`src/rtl/pcileech_com_txarb.sv`:
```
// ---------------------------------------------------------------------------
// pcileech_com_txarb
//   Round-robin packet arbiter that merges three word-streaming sources into
//   the COM TX FIFO. Each packet is framed by a header word carrying the
//   granted source index and a 16-bit sequence number. A source that goes
//   silent mid-packet is cut off after TIMEOUT_CYCLES stall cycles, and an
//   abort word is written in place of the rest of the packet.
//
// Ports
//   clk, rst        : clock, synchronous active-high reset
//   en              : arbitration enable (gates IDLE->HDR only)
//   src_valid[2:0]  : per-source word valid
//   src_data[2:0]   : per-source 32-bit data word
//   src_last[2:0]   : per-source last-word-of-packet flag
//   src_ready[2:0]  : per-source word accepted (combinational)
//   com_din         : registered word to the COM TX FIFO
//   com_din_wr_en   : registered write strobe to the COM TX FIFO
//   com_din_ready   : FIFO not almost-full (at least one word of slack)
//   busy            : high whenever not IDLE
//   grant           : granted source index, 2'd3 while IDLE
//   err_timeout     : one-cycle pulse when a packet is aborted
//
//   SEQ_INIT is the sequence value loaded at reset (0 in normal use).
// ---------------------------------------------------------------------------
module pcileech_com_txarb #(
  parameter int          TIMEOUT_CYCLES = 1024,
  parameter logic [7:0]  HDR_TAG        = 8'hA5,
  parameter logic [7:0]  ABT_TAG        = 8'hAB,
  parameter logic [15:0] SEQ_INIT       = 16'h0000
) (
  input  logic            clk,
  input  logic            rst,
  input  logic            en,
  input  logic [2:0]      src_valid,
  input  logic [2:0][31:0] src_data,
  input  logic [2:0]      src_last,
  output logic [2:0]      src_ready,
  output logic [31:0]     com_din,
  output logic            com_din_wr_en,
  input  logic            com_din_ready,
  output logic            busy,
  output logic [1:0]      grant,
  output logic            err_timeout
);

  localparam int CNT_W = $clog2(TIMEOUT_CYCLES + 1);
  localparam logic [CNT_W-1:0] STALL_MAX = CNT_W'(TIMEOUT_CYCLES - 1);

  typedef enum logic [1:0] {S_IDLE, S_HDR, S_DATA} state_t;

  state_t           state_q, state_d;
  logic [1:0]       grant_q, grant_d;
  logic [1:0]       last_grant_q, last_grant_d;
  logic [15:0]      seq_q, seq_d;
  logic [CNT_W-1:0] stall_q, stall_d;
  logic [31:0]      din_q, din_d;
  logic             wr_q, wr_d;
  logic             err_q, err_d;

  logic sel_valid, sel_last, accept, tmo_fire;

  // First requesting source after 'last' in the order 0,1,2 (wrapping).
  // Scanning from the farthest candidate down lets the nearest one win.
  function automatic logic [1:0] rr_pick(input logic [1:0] last, input logic [2:0] req);
    logic [1:0] pick;
    logic [1:0] idx;
    pick = 2'd0;
    for (int k = 3; k >= 1; k--) begin
      idx = 2'((int'(last) + k) % 3);
      if (req[idx]) pick = idx;
    end
    return pick;
  endfunction

  assign sel_valid = src_valid[grant_q];
  assign sel_last  = src_last[grant_q];
  assign accept    = (state_q == S_DATA) && sel_valid && com_din_ready;
  // A valid word always beats the timeout; backpressure defers the abort.
  assign tmo_fire  = (state_q == S_DATA) && !sel_valid && com_din_ready &&
                     (stall_q == STALL_MAX);

  // State register
  always_ff @(posedge clk) begin
    if (rst) begin
      state_q      <= S_IDLE;
      grant_q      <= 2'd0;
      last_grant_q <= 2'd2;
      seq_q        <= SEQ_INIT;
      stall_q      <= '0;
      din_q        <= '0;
      wr_q         <= 1'b0;
      err_q        <= 1'b0;
    end else begin
      state_q      <= state_d;
      grant_q      <= grant_d;
      last_grant_q <= last_grant_d;
      seq_q        <= seq_d;
      stall_q      <= stall_d;
      din_q        <= din_d;
      wr_q         <= wr_d;
      err_q        <= err_d;
    end
  end

  // Next-state logic
  always_comb begin
    state_d = state_q;
    grant_d = grant_q;
    case (state_q)
      S_IDLE: begin
        if (en && (|src_valid)) begin
          state_d = S_HDR;
          grant_d = rr_pick(last_grant_q, src_valid);
        end
      end
      S_HDR: begin
        if (com_din_ready) state_d = S_DATA;
      end
      S_DATA: begin
        if ((accept && sel_last) || tmo_fire) state_d = S_IDLE;
      end
      default: state_d = S_IDLE;
    endcase
  end

  // Output and datapath logic
  always_comb begin
    src_ready    = 3'b000;
    din_d        = din_q;
    wr_d         = 1'b0;
    err_d        = 1'b0;
    seq_d        = seq_q;
    stall_d      = stall_q;
    last_grant_d = last_grant_q;
    case (state_q)
      S_HDR: begin
        if (com_din_ready) begin
          din_d   = {HDR_TAG, 6'b0, grant_q, seq_q};
          wr_d    = 1'b1;
          seq_d   = seq_q + 16'd1;
          stall_d = '0;
        end
      end
      S_DATA: begin
        src_ready[grant_q] = com_din_ready;
        if (accept) begin
          din_d   = src_data[grant_q];
          wr_d    = 1'b1;
          stall_d = '0;
          if (sel_last) last_grant_d = grant_q;
        end else if (tmo_fire) begin
          din_d        = {ABT_TAG, 6'b0, grant_q, 16'hFFFF};
          wr_d         = 1'b1;
          err_d        = 1'b1;
          last_grant_d = grant_q;
        end else if (com_din_ready) begin
          // Only reached with src_valid[grant]=0: a genuine stall cycle.
          stall_d = stall_q + CNT_W'(1);
        end
      end
      default: ;
    endcase
  end

  assign com_din       = din_q;
  assign com_din_wr_en = wr_q;
  assign err_timeout   = err_q;
  assign busy          = (state_q != S_IDLE);
  assign grant         = (state_q == S_IDLE) ? 2'd3 : grant_q;

endmodule

```
`config.mk`:
```
export PLATFORM = sky130hd
export DESIGN_NAME = pcileech_com_txarb
export DESIGN_NICKNAME = d
export VERILOG_FILES = /design/src/rtl/pcileech_com_txarb.sv
export SDC_FILE = /design/constraint.sdc
export NUM_CORES = 1
export LEC_CHECK = 0
export CORE_MARGIN = 4
export CORE_UTILIZATION = 46
export CTS_BUF_LIST = sky130_fd_sc_hd__clkbuf_8 sky130_fd_sc_hd__clkbuf_16
export CTS_CLUSTER_SIZE = 16
export DETAILED_ROUTE_END_ITERATION = 8
export PLACE_DENSITY = 0.82
export SLEW_MARGIN = 10
export SYNTH_ARGS = -nofsm -noshare
export SYNTH_HDL_FRONTEND = slang
export SYNTH_SLANG_ARGS = --single-unit
```
`constraint.sdc`:
```
create_clock -name clk -period 2.2 [get_ports clk]
set_input_delay 0.55 -clock clk [delete_from_list [all_inputs] [get_ports clk]]
set_output_delay 0.55 -clock clk [all_outputs]
set_load 0.05 [all_outputs]
```
-- Word-level counts from Yosys, hierarchy flattened
Index checks and enable logic that the tools add are counted.
- input bits: 106
- word-level logic and storage cells: 94
- bits in registers: 67
- output and inout port bits: 40
- multiplexer cells: 39
- bitwise gates (word level): 2
- div/mod/pow operators: 3
- $add $sub $neg: 5
- eq/ne operators: 10
- reductions and logical operators: 22
- magnitude comparators: 5
- operators with widths (cell ; count):
    2-to-1 mux 32 bit ; 4
    remainder unit 32 x 3 -> 32 bit, second input constant ; 3
    binary-select mux 32 bit (select 2 bit) ; 1
    case mux 32 bit (2 select lines) ; 1
    2-to-1 mux 11 bit ; 4
    case mux 11 bit (2 select lines) ; 1
    2-to-1 mux 2 bit ; 10
    adder 16 x 1 -> 16 bit, second input constant ; 1
    < comparator 2 x 3 -> 1 bit, second input constant ; 4
    adder 11 x 1 -> 11 bit, second input constant ; 1
    == test 11 x 10 -> 1 bit, second input constant ; 1
    binary-select mux 1 bit (select 2 bit) ; 5
    2-to-1 mux 1 bit ; 9
    != test 3 bit, second input constant ; 3
    AND reduction 3 bit ; 3
    logical AND 1 bit ; 8
    adder 2 x 2 -> 3 bit, second input constant ; 2
    != test 2 bit, second input constant ; 3
    case mux 2 bit (3 select lines) ; 1
    nonzero test 2 bit ; 3
    OR reduction 3 bit ; 2
    AND reduction 2 bit ; 2
    AND reduction 4 bit ; 1
    adder 2 x 1 -> 3 bit, second input constant ; 1
    12 further kinds ; 12

-- Logic depth before layout (Yosys ltp)
Gate-level depths: netlist of run 1.
- word-level depth: 9
- gate-level depth with buffers: 9
- gate-level depth less buffers: 7

-- Worst setup path before layout of run 1
Ideal clock, no wire load.
- path kind: reg2out
- start point: register state_q[0]
- end point: output src_ready[0]
- cell stages (with the launch flop): 6
- buffers on the path: 1
- arrival: 1.989 ns
- data required time: 1.650 ns
- slack: -0.339 ns
- cells stage by stage: dfxtp_1 inv_1 ha_1 clkbuf_1 nand2_1 nor3_1
- longest elaborated chain between the ends: 2
- ends and longest elaborated chain (item ; line ; RTL):
    start: declaration ; 51 ; state_t state_q, state_d;
    start signal: assignment ; 94 ; state_q <= state_d;
    == test 2 bit ; 135 ; case (state_q)
    2-to-1 mux 3 bit ; 135 ;
    end: declaration ; 37 ; output logic [2:0] src_ready,
Every way passes these cells.

-- Final worst setup path of run 1
- start point: register state_q[0]
- end point: output grant[1]
- longest elaborated chain between the ends: 2
- ends and longest elaborated chain (item ; line ; RTL):
    logical NOT 2 bit ; 169 ; assign grant = (state_q == S_IDLE) ? 2'd3 : grant_q;
    2-to-1 mux 2 bit ; 169 ;
    end: declaration ; 42 ; output logic [1:0] grant,
Every way passes these cells.

==> flow_summary.json, run 1 <==
{
  "status": "finished, final reports clean",
  "dieArea_um2": 10500,
  "syn-mean-instance-area_um2": 7.79,
  "clkTransAtPathRegs_ps": 70,
  "num_antenna_cells": 0,
  "routed_wirelength_um": 12900,
  "worstSetupStartpoint": "state_q[0]",
  "hold-worst-slack_ps": 475,
  "routed-via-count": 4555,
  "netlist_area_um2": 4120,
  "gr-usage-met1": 0.273,
  "syn-instance-count": 528,
  "drv_cap": 0,
  "count_of_endpoints_failing_hold_in_the_final_timing_report": 0,
  "tritoncts": "done",
  "chipWidth_um": 103,
  "io-pin-count": 146,
  "p_total_mw": 4.66,
  "critical_r2r_capture": "com_din[19]",
  "clockRootBuffer": "clkbuf_8",
  "number_of_different_library_cells_in_the_post_synthesis_netlist": 57,
  "numClockSinks": 67,
  "setup.worst_path.class": "reg2out",
  "grt_use_met2": 0.424,
  "max_clock_freq_ghz": 0.473,
  "worst_skew_late_latency_ps": 340,
  "cts_h_tree_depth": 3,
  "timing.hold.worst.class": "reg2reg",
  "synth_seq_area_share": 0.326,
  "mostFrequentLayoutCell": "clkdlybuf4s50_1",
  "mappedNetlistNets": 643,
  "drt_drc_violations_left": 0,
  "rsz0062_at_grt": "no",
  "post-route-min-period_ps": 2110,
  "timing.final.max_slew_violations": 0,
  "grt_antenna_before_repair": 0,
  "layout-area-overhead-vs-synth_pct": 48.2,
  "ir_worst_vdd_v": 0.000706,
  "detail-route-antenna-nets": 0,
  "slew_headroom": 0.635,
  "grt_pass1_vias": 4498,
  "port-buffer-count": 145,
  "gp_congestion": 0.919,
  "cp_max_fo": 5,
  "largest_net_degree_at_the_start_of_global_routing": 34,
  "timing.reg2reg.worst_path_depth": 8,
  "floorplan.initialDensity": 0.472,
  "reg2reg_from": "state_q[0]",
  "numCtsBuffers": 9,
  "cellLeakagePower_nw": 2.11,
  "termination_of_the_worst_setup_path": "grant[1]",
  "floorplan.core_area_um2": 8720,
  "die-height_um": 103,
  "critical_path_rt_ps": 1650,
  "avgViaCountPerCell": 5.77,
  "globalRoute.totalOverflow": 0,
  "yosys_warnings": 0,
  "dr.first_iter.drc_count": 214,
  "async_flop_share": 0,
  "proportion_of_layout_cells_with_a_drive_suffix_above_1": 0.120,
  "ys.flop_type": "dfxtp_1",
  "setup_skew_after_layout_ps": 7.67,
  "ff2ff_setup_slack_ps": 170,
  "crit_path_start_kind": "flip-flop",
  "rows": 34,
  "layout.cells.most_common_list": "clkdlybuf4s50_1, dfxtp_1, nor2_1",
  "period_share": 0.960,
  "worst_hold_path.num_cells": 2,
  "bufs_on_longest_clock_path": 2,
  "grt_pass1_wl_um": 20300,
  "final_worst_path_setup_slack_ps": 87.2,
  "setup_viol": 0,
  "groute.usage.overall": 0.239,
  "drt-wirelength-per-cell_um": 16.3,
  "finish.net_count": 791,
  "cp_data_arrival_time_ps": 1560,
  "post-dp-hpwl_um": 9850,
  "critPathCaptureType": "output pin",
  "powerDensity_nw_per_um2": 764,
  "detail_route.first_pass.iterations": 5,
  "timing_worst_slew_pin_value_ps": 546,
  "met3_usage": 0.0656,
  "synth_enable_flop_cells": 0,
  "dpl_worst_slack_ps": -175,
  "global_route.peak_usage_layer": "met2",
  "ys_ff_latch": 67
}
worst min path at each step:
stage,start,endpoint,slack (ps)
finish,com_din[1],com_din[1],470
global route,com_din[2],com_din[2],500
detailed placement,com_din[24],com_din[24],460
global placement,com_din[27],com_din[27],460
CTS,com_din[1],com_din[1],480
floorplan,seq_q[1],seq_q[1],460
critical path, stage by stage (launching register included):
cell	delay [ps]
dfxtp_1	400
inv_2	90
ha_2	220
or2_2	310
buf_4	190
metal layers:
layer / vias to the layer above / part of all wire / wire length (µm)
li1: 2209 / - / -
met1: 2145 / 0.40 / 5100
met2: 169 / 0.49 / 6380
met3: 32 / 0.082 / 1060
met4: 0 / 0.028 / 367
met5: - / 0 / 0
logic make-up (layout without fill, tap and decap cells):
family          count (synthesis)  in the layout  synth area share
compound gates                166            166             0.254
xor+xnor                       12             12            0.0255
fa+ha+maj                       9              9            0.0274
buf+inv                        56            209            0.0608
flops                          67             67             0.326
mux                            36             36            0.0888
simple gates                  182            182             0.217
power by group:
| group | leakage [nW] | total [mW] | switching, mW | internal (mW) |
|---|---|---|---|---|
| clock | 0.0962 | 1.03 | 0.496 | 0.530 |
| combinational | 1.48 | 2.23 | 1.31 | 0.920 |
| sequential | 0.542 | 1.40 | 0.0775 | 1.33 |
synth_stat cells, types with 4 or more instances:
cell type,number,area share
and4_1,5,0.011
a31oi_1,18,0.027
nor2b_1,4,0.0061
buf_2,11,0.013
ha_1,9,0.027
and2_1,4,0.0061
o21ai_1,11,0.013
mux2i_1,35,0.085
nor3_1,12,0.015
clkbuf_1,27,0.025
a21oi_1,47,0.057
nand3_1,40,0.049
o21ai_0,37,0.045
dfxtp_1,67,0.33
nor2_1,50,0.046
or2_2,5,0.0076
xor2_1,8,0.017
nand4_1,7,0.011
xnor2_1,4,0.0085
o22a_1,9,0.019
inv_1,10,0.0091
a2bb2oi_1,17,0.036
nand2b_1,4,0.0061
nand2_1,35,0.032
state kept, by name, summed over array words and instances (netlist names):
signal         count
grant_q            2
com_din           32
com_din_wr_en      1
err_timeout        1
last_grant_q       2
state_q            2
seq_q             16
stall_q           11
through the flow:
step / TNS, ps / util / cell area (µm²) / cells
2_1_floorplan: 0 / - / 4120 / 528
3_3_place_gp: -2490 / 0.674 / 5880 / 773
4_1_cts: 0 / 0.697 / 6080 / 789
3_5_place_dp: -5620 / 0.674 / 5880 / 773
6_report: 0 / 0.699 / 6100 / 789
5_1_grt: 0 / 0.699 / 6100 / 789
final cells by class:
type,count,area (µm²)
repair buffers,182,1820
flip-flops and latches,67,1340
inverters,11,41.3
fillers,684,2620
clock inverters,7,76.3
multi-input cells,405,2560
well taps,108,135
clock buffers,9,124
repair_timing:
action	4_1_cts	5_1_grt
resized for setup	2	6
pin swaps	1	2
endpoints found under the setup margin	1	21
setup buffers	0	0
hold buffers	0	0
Note: power is estimated with default switching activity, not from simulation.
==> inputs of run 2 (changes only) <==
- CORE_MARGIN: 4 -> default
- CTS_CLUSTER_SIZE: 16 -> 25
==> run 2 against run 1 <==
Compared with the run above:
- die area is 11% lower
- via count increased by 1.3%
- design area rose by 0.23%
- critical path depth did not move
- clock power barely moved
- utilization increased by 0.50 points
- worst setup slack worse by 53 ps
- non-clock buffer count grew 3
- fmax down 2.4%
- sequential share of layout area about the same
- clock skew is 1.8 ps higher
- critical path type is now in2out
- largest cell class unchanged
- largest power group unchanged
==> flow_summary.json, run 2 (same netlist as run 1, synthesis figures left out) <==
{
  "routed_wirelength_um": 13200,
  "drt_drc_violations_left": 0,
  "final_worst_path_setup_slack_ps": 34.5,
  "timing.final.max_slew_violations": 0,
  "status": "finished, final reports clean",
  "dieArea_um2": 9330,
  "detail_route.first_pass.iterations": 6,
  "design_area_um2": 6110,
  "layout.cells.most_common_list": "clkdlybuf4s50_1, dfxtp_1, nor2_1",
  "worst_skew_late_latency_ps": 360,
  "largest_net_degree_at_the_start_of_global_routing": 44,
  "groute.usage.overall": 0.283,
  "clockRootBuffer": "clkbuf_8",
  "port-buffer-count": 145,
  "die-height_um": 96.6,
  "crit_path_max_incr_delay_ps": 540,
  "setup.worst_path.class": "in2out",
  "cp_top_family": "buffers and inverters",
  "setup_skew_after_layout_ps": 9.52,
  "io-pin-count": 146,
  "cp_max_fo": 5,
  "critical_path_rt_ps": 1650,
  "bufs_on_longest_clock_path": 2,
  "reg2reg_from": "stall_q[0]",
  "dpl-instance-area_um2": 5890,
  "post-cts-setup-buffers": 0,
  "floorplan.core_area_um2": 8680,
  "crit_path_start_kind": "primary input",
  "numCtsBuffers": 9,
  "finish.net_count": 794,
  "hold-worst-slack_ps": 478,
  "gp_congestion": 0.917,
  "grt_antenna_before_repair": 0,
  "ir_worst_vdd_v": 0.000824,
  "cts_h_tree_depth": 3,
  "layout.filler_cells": 705,
  "count_of_endpoints_failing_hold_in_the_final_timing_report": 0,
  "period_share": 0.984,
  "drv_cap": 0,
  "grt_pass1_vias": 4302,
  "max_clock_freq_ghz": 0.462,
  "proportion_of_layout_cells_with_a_drive_suffix_above_1": 0.127,
  "largest_reg_flops": 32,
  "clkTransAtPathRegs_ps": 80,
  "crit_path_top_delay_cell": "clkdlybuf4s50_1",
  "p_total_mw": 4.72,
  "post-route-util": 0.704,
  "slew_headroom": 0.634,
  "cellLeakagePower_nw": 2.13,
  "crit_buf_inv": 2,
  "dr.first_iter.drc_count": 294,
  "mostFrequentLayoutCell": "clkdlybuf4s50_1",
  "cp_data_arrival_time_ps": 1620,
  "layout-area-overhead-vs-synth_pct": 48.5,
  "detail-route-antenna-nets": 0,
  "hold_path_startpoint": "com_din[12]",
  "setup_viol": 0,
  "rows": 34,
  "worstSetupStartpoint": "com_din_ready",
  "timing_worst_slew_pin_value_ps": 547,
  "globalRoute.totalOverflow": 0,
  "chipWidth_um": 96.6,
  "grt_pass1_wl_um": 20300,
  "num_antenna_cells": 0,
  "post-dp-hpwl_um": 9900,
  "avgViaCountPerCell": 5.82,
  "numClockSinks": 67,
  "cts_hold_buffers": 0,
  "rsz0062_at_grt": "no",
  "fin_tns_setup_ps": 0,
  "layout.cells.non_filler": 792,
  "critPathCaptureType": "output pin",
  "timing.hold.worst.class": "reg2reg",
  "dpl_cells": 776,
  "floorplan.initialDensity": 0.474,
  "critical_path.cell_chain": "clkdlybuf4s50_1 -> and3b_2 -> and2_4 -> buf_12",
  "drt-wirelength-per-cell_um": 16.7,
  "post-route-min-period_ps": 2170,
  "routed-via-count": 4612,
  "tritoncts": "done",
  "ff2ff_setup_slack_ps": 150,
  "powerDensity_nw_per_um2": 772,
  "dpl_worst_slack_ps": -210
}
==> run 2: changes by cell type in the layout (fill, tap and decap cells not counted), sizes merged <==
cell           delta
dlygate4sd2       -1
buf               +3
clkdlybuf4s50     +1
clkbuf            +1
inv               -1
==> run 2: worst paths after layout <==
| path | depth (start not counted) | endpoint |
|---|---|---|
| worst min register to register | 2 | com_din[12] |
| worst min-delay path | 2 | com_din[12] |
| worst max register to register | 6 | last_grant_q[0] |
| worst max-delay path | 4 | src_ready[2] |
==> run 2: cell type report <==
class / count / area, µm² / area share
well taps: 108 / 135 / 0.0221
multi-input cells: 405 / 2560 / 0.418
flip-flops and latches: 67 / 1350 / 0.220
clock inverters: 6 / 63.8 / 0.0104
clock buffers: 10 / 138 / 0.0225
repair buffers: 185 / 1830 / 0.300
inverters: 11 / 41.3 / 0.00676
==> run 2: what timing repair did <==
| item | 4_1_cts | 5_1_grt |
|---|---|---|
| pin swaps | 0 | 1 |
| resized for setup | 0 | 9 |
| setup endpoints to repair | 2 | 41 |
==> run 2: report_power, final <==
part	internal (mW)	switching [mW]	leakage, nW
clock	0.554	0.503	0.0987
combinational	0.920	1.33	1.49
sequential	1.33	0.0812	0.543
==> run 2: routing by layer <==
metal | up-vias | GRT usage | share of wire
met3 | 30 | 0.0556 | 0.077
met4 | 0 | 0.105 | 0.024
li1 | 2222 | - | -
met1 | 2168 | 0.328 | 0.39
met2 | 192 | 0.511 | 0.51
met5 | - | 0 | 0
==> run 2: worst reg2reg max path: cells and delay by family, from the launching register on <==
family	cells	cell delay (ps)
simple gates	3	830
mux	1	250
compound gates	1	290
flops	1	380
fa+ha+maj	1	220
==> RTL edit 1: new RTL, flow settings as in run 1 <==
`TIMEOUT_CYCLES`: 1024 -> 512.
--- a/src/rtl/pcileech_com_txarb.sv
+++ b/src/rtl/pcileech_com_txarb.sv
@@ -23,7 +23,7 @@
 //   SEQ_INIT is the sequence value loaded at reset (0 in normal use).
 // ---------------------------------------------------------------------------
 module pcileech_com_txarb #(
-  parameter int          TIMEOUT_CYCLES = 1024,
+  parameter int          TIMEOUT_CYCLES = 512,
   parameter logic [7:0]  HDR_TAG        = 8'hA5,
   parameter logic [7:0]  ABT_TAG        = 8'hAB,
   parameter logic [15:0] SEQ_INIT       = 16'h0000
Behaviour: same outputs for any inputs over 4 cycles, from zero or initial values and one cycle with rst high; that may be too few to reach the edited logic, so the function may still have changed.
==> RTL edit 1 against run 1 <==
- power shrank 2.8%
- die area shrank 1.1%
- sequential share of layout area shrank 0.74 points
- area after synthesis shrank 1.2%
- setup slack lost 36 ps
- design area grew 2.3%
- wire length grew 7.4%
- sequential cell count shrank 1
- largest cell class unchanged
==> RTL edit 1: results (changes against run 1) <==
| Metric | Value |
|---|---|
| Signal buffers share of area | 0.316 (+0.0180) |
| Max-slew headroom | 0.636 (+0.000946) |
| Routed vias | 4739 (+4.0%) |
| Fillers | 685 (+0.15%) |
| Length of routed met2 wiring | 6760 µm (+5.9%) |
| Reg-to-reg slack, setup | 120 ps (-50 ps) |
| Sequential-to-total area share from yosys stat | 0.325 (-0.00111) |
| Max rail drop VDD | 0.490 mV (-30%) |
| Outcome | finished, final reports clean |
| Multi-In Gates | 400 (-1.2%) |
| Clock sink count | 66 (-1.5%) |
| Largest net degree at the start of global routing | 47 (+38%) |
| Post-layout net count | 809 (+2.3%) |
| Slowest cell on the critical path | dlygate4sd2_1 |
| Tot GR Track Use | 0.258 (+0.0191) |
| Synth cell count leaders | 66 x dfxtp_1, 53 x a21oi_1, 49 x nor2_1, 41 x o21ai_0, 33 x mux2i_1 |
| Reg-to-Reg End | com_din[2]$_SDFFE_PP0P_ |
| FF-to-FF path depth | 7 (-1) |
| Pwr Density | 726 nW/µm² (-4.9%) |
| Hold_sp | stall_q[9]$_SDFFE_PP0P_ |
| Post-synthesis adder-cell area fraction | 0.0277 (+0.000320) |
| Routed wl met3 | 1060 µm (+0.66%) |
| Mux cell area share after synthesis | 0.0840 (-0.00481) |
| Avg WL per Cell | 17.2 µm (+5.0%) |
| First-pass GRT wire length | 21500 µm (+6.1%) |
| Sequential share of cell area | 0.213 (-0.00736) |
| Worst hold endpoint | stall_q[9]$_SDFFE_PP0P_ |
| HPWL Detailed | 10400 µm (+6.0%) |
| Leakage | 2.22 nW (+5.0%) |
| Drt pass-1 iters | 7 (+2) |
| Placed Area | 5970 µm² (+1.6%) |
| Number of non-clock buffers | 201 (+10%) |
| Post-synth cell types | 59 (+3.5%) |
| Via density | 5.87 (+1.7%) |
| Synth Area in XOR/XNOR | 0.0237 (-0.00185) |
| Post-synth net total | 638 (-0.78%) |
| Met1 usage | 0.325 (+0.0515) |
| Syn_area_per_cell | 7.78 µm² (-0.21%) |
| Synth Area in Compound Gates | 0.278 (+0.0239) |
| Post-cts sizing count | 6 (+4) |
| Crit. Startpoint | com_din_ready |
| Seq pwr share | 0.300 (about the same) |
| Placer Congestion | 0.902 (-1.9%) |
| Drt first-iter violations | 344 (+61%) |
| Sw frac | 0.395 (-0.00858) |
| Setup Buffers After CTS | 4 (+4) |
| Crit path DAT | 1600 ps (+40 ps) |
| Wl on met1 | 5720 µm (+12%) |
| Multi-input combinational area share | 0.410 (-0.00922) |
| Grt met2 use | 0.444 (+0.0202) |
| Share of cells above drive strength 1 | 0.150 (+0.0298) |
| Worst setup endpoint | src_ready[2] |
==> RTL edit 1: cell count changes after synthesis, sizes merged, moves of 4 or more <==
cell | before | now
o22a | 9 | 0
a21oi | 47 | 53
clkbuf | 27 | 32
o21ai | 48 | 43
buf | 18 | 9
nand2 | 35 | 31
or3 | 3 | 14
o31ai | 2 | 7
and4 | 5 | 1
o211ai | 3 | 8
inv | 10 | 15
nor3 | 12 | 8
o2111ai | 1 | 5
nand3 | 40 | 31
==> RTL edit 1: stage by stage <==
| stage | setup slack [ps] | hold WS, ps | power [mW] | utilization |
|---|---|---|---|---|
| finish | 51.5 | 459 | 4.53 | 0.719 |
| global placement | -260 | 443 | 3.50 | 0.688 |
| CTS | 1.16 | 457 | 4.48 | 0.714 |
| global route | 7.51 | 497 | 4.74 | 0.719 |
| detailed placement | -284 | 449 | 3.54 | 0.688 |
| floorplan | 51.0 | 436 | 2.52 | - |
==> RTL edit 1: critical path, delay by kind of cell <==
kind	cells	cell delay, ps
buf+inv	4	670
simple gates	2	380
==> RTL edit 2: new RTL, settings of run 1 <==
Without the edit above. The 3 states of `state_t` get a one-hot encoding in 3 bits.
--- a/src/rtl/pcileech_com_txarb.sv
+++ b/src/rtl/pcileech_com_txarb.sv
@@ -46,7 +46,7 @@
   localparam int CNT_W = $clog2(TIMEOUT_CYCLES + 1);
   localparam logic [CNT_W-1:0] STALL_MAX = CNT_W'(TIMEOUT_CYCLES - 1);
 
-  typedef enum logic [1:0] {S_IDLE, S_HDR, S_DATA} state_t;
+  typedef enum logic [2:0] {S_IDLE = 3'b001, S_HDR = 3'b010, S_DATA = 3'b100} state_t;
 
   state_t           state_q, state_d;
   logic [1:0]       grant_q, grant_d;
Behaviour: same outputs for any inputs over 4 cycles, from zero or initial values and one cycle with rst high; so few cycles prove little.
==> RTL edit 2 against run 1 <==
- setup slack got worse by 87 ps
- wire length fell by 3.0%
- clock skew barely moved
- non-clock buffer count rose by 6
- sequential cell count rose by 1
- global-route usage rose by 0.46 points
- area after synthesis fell by 4.7%
- register-to-register slack got worse by 90 ps
- design area fell by 1.6%
- die area fell by 4.4%
- largest cell class unchanged
Power is not compared: it rests on default switching activity, and its combinational part moved more than twofold at a synthesized area within 25%.
==> RTL edit 2: results (changes against run 1) <==
| Metric | Value |
|---|---|
| Drt pass-1 iters | 6 (+1) |
| Synth area leaders | dfxtp_1 35%, mux2i_1 8.7%, nand2_1 6.3% |
| Synth cell count leaders | 68 x dfxtp_1, 66 x nand2_1, 52 x nor2_1, 36 x o21ai_0, 34 x mux2i_1 |
| Core area | 8260 µm² (-5.3%) |
| Mux cell area share after synthesis | 0.0868 (-0.00196) |
| Clk Latency, worst-skew pair | 350 ps |
| First-pass GRT wire length | 20000 µm (-1.1%) |
| Placer Congestion | 0.904 (-1.7%) |
| Slowest cell on the critical path | or3_4 |
| Post-layout net count | 758 (-4.2%) |
| Layout clock area frac | 0.0294 (-0.00344) |
| Via density | 5.77 (about the same) |
| Post-synthesis adder-cell area fraction | 0.0160 (-0.0114) |
| Synth Area in Compound Gates | 0.233 (-0.0212) |
| Drt first-iter violations | 163 (-24%) |
| Synth Area in XOR/XNOR | 0.0335 (+0.00797) |
| Vias in the first global route | 4401 (-2.2%) |
| Multi-In Gates | 373 (-7.9%) |
| Post-synth net total | 594 (-7.6%) |
| Signal buffers share of area | 0.312 (+0.0137) |
| Tot GR Track Use | 0.244 (+0.00456) |
| P_comb | 546 µW |
| Fillers | 640 (-6.4%) |
| Final Skew | 8.15 ps (+0.477 ps) |
| Crit-path max cell delay | 380 ps (-20 ps) |
| Outcome | finished, final reports clean |
| Largest net degree at the start of global routing | 30 (-12%) |
| Share of cells above drive strength 1 | 0.146 (+0.0253) |
| Crit path DAT | 1650 ps (+90 ps) |
| Clock sink count | 68 (+1.5%) |
| Number of non-clock buffers | 188 (+3.3%) |
| Wl on met1 | 5060 µm (-0.69%) |
| Length of routed met2 wiring | 6570 µm (+3.1%) |
| Sequential share of cell area | 0.228 (+0.00766) |
| Sequential-to-total area share from yosys stat | 0.347 (+0.0213) |
| Cell class contributing the biggest share of worst-path delay | simple AND/OR/NAND/NOR gates |
| Final WL | 12500 µm (-3.0%) |
| HPWL Detailed | 9490 µm (-3.7%) |
| Inverter count | 7 (-4) |
| Top Metal Used | met4 |
| Synth Register Bits | 68 (+1.5%) |
| Placed Area | 5770 µm² (-1.8%) |
| Worst Max-Slew Pin Slew | 534 ps (-11.7 ps) |
| Routed wl met3 | 610 µm (-42%) |
| Post-cts sizing count | 8 (+6) |
[RTL edit 2: metrics by stage]
step,instances,total power [mW],hold WS (ps)
global placement,739,1.80,439
floorplan,483,1.50,453
detailed placement,739,1.81,451
finish,757,2.74,464
global route,757,2.83,493
CTS,755,2.73,462
[RTL edit 2: worst paths after layout]
check / startpoint / to / slack (ps) / depth (start not counted)
min: com_din[25]$_SDFFE_PP0P_ / com_din[25]$_SDFFE_PP0P_ / 460 / 2
max reg2reg: stall_q[1]$_SDFFE_PP0P_ / com_din[16]$_SDFFE_PP0P_ / 80 / 7
min reg2reg: com_din[25]$_SDFFE_PP0P_ / com_din[25]$_SDFFE_PP0P_ / 460 / 2
max: state_q[1]$_SDFFE_PP0P_ / src_ready[2] / 0.1 / 4
[RTL edit 2: per-layer routing]
metal	up-vias	GRT usage
met2	145	0.453
li1	2088	-
met5	-	0
met3	27	0.0396
met4	0	0.0912
met1	2111	0.278
